`src/rtl/mul16_seq.sv`:
```
// mul16_seq: sequential 16x16 unsigned shift-and-add multiplier.
//   One CLA16 adds the (multiplicand or zero) partial product into the upper
//   half of the accumulator each cycle; sixteen steps yield the 32-bit product.
// Ports:
//   clk      rising-edge clock
//   rst      asynchronous active-high reset
//   start    request, sampled only while busy=0
//   a, b     16-bit multiplicand / multiplier, captured on an accepted start
//   busy     operation in progress
//   done     one-cycle pulse when product is valid
//   product  32-bit result, held until the next operation completes
//
// CLA16: 16-bit two-level carry-lookahead adder (4-bit groups).
//   A, B   addends;  Ci carry in;  S sum;  Co carry out

module CLA16 (
  input  logic [15:0] A,
  input  logic [15:0] B,
  input  logic        Ci,
  output logic [15:0] S,
  output logic        Co
);
  logic [15:0] p, g;
  logic [3:0]  gg, gp;   // group generate / propagate
  logic [4:0]  gc;       // carry into each group, gc[4] is the carry out

  assign p = A ^ B;
  assign g = A & B;

  for (genvar k = 0; k < 4; k++) begin : g_grp
    logic [3:0] pk, gk;
    logic       c1, c2, c3;
    assign pk = p[4*k +: 4];
    assign gk = g[4*k +: 4];
    assign c1 = gk[0] | (pk[0] & gc[k]);
    assign c2 = gk[1] | (pk[1] & gk[0]) | (pk[1] & pk[0] & gc[k]);
    assign c3 = gk[2] | (pk[2] & gk[1]) | (pk[2] & pk[1] & gk[0])
              | (pk[2] & pk[1] & pk[0] & gc[k]);
    assign gg[k] = gk[3] | (pk[3] & gk[2]) | (pk[3] & pk[2] & gk[1])
                 | (pk[3] & pk[2] & pk[1] & gk[0]);
    assign gp[k] = &pk;
    assign S[4*k +: 4] = pk ^ {c3, c2, c1, gc[k]};
  end

  // Second-level lookahead across the four groups.
  always_comb begin
    gc[0] = Ci;
    gc[1] = gg[0] | (gp[0] & Ci);
    gc[2] = gg[1] | (gp[1] & gg[0]) | (gp[1] & gp[0] & Ci);
    gc[3] = gg[2] | (gp[2] & gg[1]) | (gp[2] & gp[1] & gg[0])
          | (gp[2] & gp[1] & gp[0] & Ci);
    gc[4] = gg[3] | (gp[3] & gg[2]) | (gp[3] & gp[2] & gg[1])
          | (gp[3] & gp[2] & gp[1] & gg[0])
          | (gp[3] & gp[2] & gp[1] & gp[0] & Ci);
  end

  assign Co = gc[4];
endmodule

module mul16_seq (
  input  logic        clk,
  input  logic        rst,
  input  logic        start,
  input  logic [15:0] a,
  input  logic [15:0] b,
  output logic        busy,
  output logic        done,
  output logic [31:0] product
);
  typedef enum logic [1:0] {IDLE, RUN, DONE} state_t;

  state_t      state_q, state_d;
  logic [15:0] mcand_q, mcand_d;
  // {upper sum, lower multiplier bits}. The carry bit above the upper half is
  // always zero after the shift (the adder carry lands in bit 31), so it is
  // not stored.
  logic [31:0] acc_q, acc_d;
  logic [4:0]  cnt_q, cnt_d;
  logic [31:0] product_q, product_d;

  logic [15:0] add_b, sum;
  logic        co;

  assign add_b = acc_q[0] ? mcand_q : 16'h0000;

  CLA16 u_cla (
    .A  (acc_q[31:16]),
    .B  (add_b),
    .Ci (1'b0),
    .S  (sum),
    .Co (co)
  );

  always_comb begin
    state_d   = state_q;
    mcand_d   = mcand_q;
    acc_d     = acc_q;
    cnt_d     = cnt_q;
    product_d = product_q;
    case (state_q)
      IDLE, DONE: begin
        state_d = IDLE;
        if (start) begin
          state_d = RUN;
          mcand_d = a;
          acc_d   = {16'h0000, b};
          cnt_d   = 5'd0;
        end
      end
      RUN: begin
        // Right shift of {carry, sum, lower}: nothing is lost.
        acc_d = {co, sum, acc_q[15:1]};
        cnt_d = cnt_q + 5'd1;
        if (cnt_q == 5'd15) begin
          state_d   = DONE;
          product_d = acc_d;
        end
      end
      default: state_d = IDLE;
    endcase
  end

  always_ff @(posedge clk or posedge rst) begin
    if (rst) begin
      state_q   <= IDLE;
      mcand_q   <= 16'h0000;
      acc_q     <= 32'h0;
      cnt_q     <= 5'd0;
      product_q <= 32'h0;
    end else begin
      state_q   <= state_d;
      mcand_q   <= mcand_d;
      acc_q     <= acc_d;
      cnt_q     <= cnt_d;
      product_q <= product_d;
    end
  end

  // Both decoded straight from the state register, so they are glitch-free
  // and mutually exclusive.
  assign busy    = (state_q == RUN);
  assign done    = (state_q == DONE);
  assign product = product_q;
endmodule
```
`config.mk`:
```
export PLATFORM = sky130hd
export DESIGN_NAME = mul16_seq
export DESIGN_NICKNAME = d
export VERILOG_FILES = /design/src/rtl/mul16_seq.sv
export SDC_FILE = /design/constraint.sdc
export NUM_CORES = 1
export LEC_CHECK = 0
export CORE_AREA = 4 4 93 95
export DETAILED_ROUTE_END_ITERATION = 7
export DIE_AREA = 0 0 97 99
export PLACE_DENSITY = 0.8
export SYNTH_ARGS = -nofsm -noshare
export SYNTH_HDL_FRONTEND = slang
export SYNTH_SLANG_ARGS = --single-unit
```
`constraint.sdc`:
```
create_clock -name clk -period 2.9 [get_ports clk]
set_input_delay 0.29 -clock clk [delete_from_list [all_inputs] [get_ports clk]]
set_output_delay 0.29 -clock clk [all_outputs]
set_load 0.005 [all_outputs]
```
==> metrics.txt <==
total die area 0.009603 sq mm; syn_nets 461; Critical Path RT ~3.2 ns; fin nets 530; R2R Path Start acc_q[0]$_DFFE_PP0P_; Crit Path Max Fanout 17; row cnt 32; yosys warns 0; proportion of layout cells with a drive suffix above 1 between 10% and 20%; #FFs+latches synth 87; gpl congestion 0.8118; Synth top area share 53.26%; initial DRC count about 180; Setup CP Type flip-flop to flip-flop; initial antenna violation count 0; Final period util 93.86%; Max Freq roughly 0.37 GHz; Inserted Clock Buffers 9; Hold Crit Class input pin to async pin; worst skew pair latency approximately 0.36 ns; clock skew ~0.014 ns; die height roughly 99 um; vias per inst about 5.3; DR WL/cell 15.04 um; synth top area cells dfrtp_1 53%, nand2_1 11%, ha_1 5.5%, mux2_2 5.0%, o21ai_0 3.9%; Leak Pwr around 2.4 nW; Data arrival, critical path 2.98 ns; Critical Path Sink Type flip-flop; Post-Layout Inst Area 0.005121 sq mm; Clock Power Share 14.9%; Boundary Pins 69; combinational share of power 45.8%; Longest Clk Path Bufs 2; hpwl dp 6073 um; Top FF cell, synth dfrtp_1; worst ir drop on vdd around 0.48 mV; Syn Inst Count 404; drc violations 0; Switch Pwr 2.170 mW; Final Critical Period ~2.7 ns; Synth area leader dfrtp_1; CTS Sinks between 80 and 90; CP startpoint acc_q[0]$_DFFE_PP0P_; core footprint 0.007727 sq mm; Startpoint Class flip-flop; vias in the first global route 3144; PortBufs 68; CTS tree done; Clock transition at path regs 0.10 ns; area added between synthesis and finish 25.28%; Cell Int Power 3.470 mW; Syn Area/Cell 10.12 sq um; Final TNS setup 0 ns; vias 3095; run status completed; grt total ovfl 0; EDFF count, synth 0; DP Area just under 0.005 sq mm; ANT cells 0; setup bufs post-CTS 0; Initial Util a little over half; Reg power frac 39.3%; Final Max Slew Viols 0; antenna-violating nets left 0; Sw Share between 30 and 40%; H-tree Lvls 3; largest net degree at the start of global routing a little under 90; # setup viols final 0; sequential-to-total area share from yosys stat between 50% and 60%; Clock Tree Root clkbuf_8; final WL 8726 um; mapped cell area 0.004088 sq mm; first-pass GRT wire length 15150 um; drt pass-1 iters 4; worst-margin pin slew 0.8843 ns; ys async rst share 100.0%; MaxCap Viol Count 0; Die Width 97 um; post-synth cell types 44; gr usage total between 10% and 20%; pwr dens 1101 mW/mm^2; fillers 600; Worst slew margin between 40% and 50%; Final Hold Viols 0
[power by group through the flow]
stage	registers (mW)	clock network (mW)	logic [mW]
5_1_grt	2.30	0.922	2.91
3_5_place_dp	2.23	0	2.58
4_1_cts	2.22	0.860	2.60
6_report	2.22	0.839	2.58
2_1_floorplan	2.13	0	1.62
3_3_place_gp	2.22	0	2.45
[layout by cell type (no fill, tap or decap), drive strengths merged, types with 3 or more instances in the layout]
master / instances
a21o: 5
a21oi: 7
a22o: 3
a22oi: 16
a31oi: 3
and2: 15
buf: 8
clkbuf: 9
clkdlybuf4s50: 68
clkinv: 4
dfrtp: 87
fa: 4
ha: 18
inv: 12
mux2: 18
nand2: 117
nand2b: 3
nand3: 5
nor2: 7
nor3: 3
o21ai: 34
xnor2: 4
xor2: 5
[through the flow]
stage	power (mW)	worst slack [ns]	hold WS [ns]	util [%]	instances
2_1_floorplan	3.754	0.3243	0.3954	-	404
3_3_place_gp	4.671	0.1717	0.4571	63.63	564
3_5_place_dp	4.816	0.07743	0.4552	63.63	564
4_1_cts	5.674	0.05570	0.3483	66.21	580
5_1_grt	6.132	-0.01450	0.3653	66.27	580
6_report	5.640	0.1779	0.3179	66.27	580
[registers in the layout, indices dropped and copies added, names as in the netlist]
signal   cells
cnt_q        5
mcand_q     16
state_q      2
product     32
acc_q       32
[per-layer routing]
layer / track usage, % / vias to the layer above / part of all wire (%)
li1: - / 1515 / -
met1: 26.19 / 1495 / 45
met2: 31.05 / 75 / 49
met3: 3.114 / 10 / 4.5
met4: 7.991 / 0 / 1.4
met5: 0 / - / 0
[what timing repair did]
item / 4_1_cts / 5_1_grt
setup endpoints to repair: 0 / 4
hold buffers: 0 / 0
resized for setup: 0 / 2
endpoints found under the hold margin: 0 / 0
[logic make-up after synthesis]
family,synth area share [%]
xor gates and xnor gates,1.928
AOI/OAI and AO/OA,12.46
buffers and inverters,2.632
and+or+nand+nor,17.05
muxes,5.203
DFF,53.26
adders and majority gates,7.469
[critical path, cell delays in order, from the launching register on]
cell and delay (ns):
dfrtp_2 0.52, and2_1 0.21, ha_1 0.37, a21oi_2 0.23, o21ai_1 0.12, a221oi_2 0.31, nand2_1 0.11, fa_1 0.46
mux2_2 0.28
[worst paths after layout]
check | end | slack (ns) | cells past startpoint
worst max-delay path | product[27]$_DFFE_PP0P_ | 0.18 | 8
worst min-delay path | product[31]$_DFFE_PP0P_ | 0.32 | 3
worst max register to register | product[27]$_DFFE_PP0P_ | 0.18 | 8
worst min register to register | mcand_q[13]$_DFFE_PP0P_ | 0.47 | 2
max in group asynchronous | mcand_q[4]$_DFFE_PP0P_ | 2.21 | 3
min in group clk | mcand_q[11]$_DFFE_PP0P_ | 0.45 | 3
[synth_stat cells, types with 2 or more instances]
master and n:
o21ai_0 32, a22o_1 3, mux2_2 18, ha_1 18, xor2_1 5, nand2b_1 3, nor3_1 3, buf_2 2
a22oi_1 16, dfrtp_1 87, nor2b_1 2, fa_1 4, inv_1 8, clkbuf_1 16, a31oi_1 3, a21oi_1 7
and2_1 15, nand2_1 117, a21o_1 5, xnor2_1 4, and3_1 2, o31ai_1 2, nor2_1 7, nand3_1 5
[area by class of cell]
class	instances	area [sq um]	area share, %
clock buffers	9	123.9	2.419
clock inverters	7	75.07	1.466
inverters	10	38.79	0.7574
multi-input cells	289	1812	35.38
flip-flops and latches	87	2178	42.54
well taps	102	127.6	2.492
repair buffers	76	765.7	14.95
No activity file was read; power rests on OpenSTA's default activity.
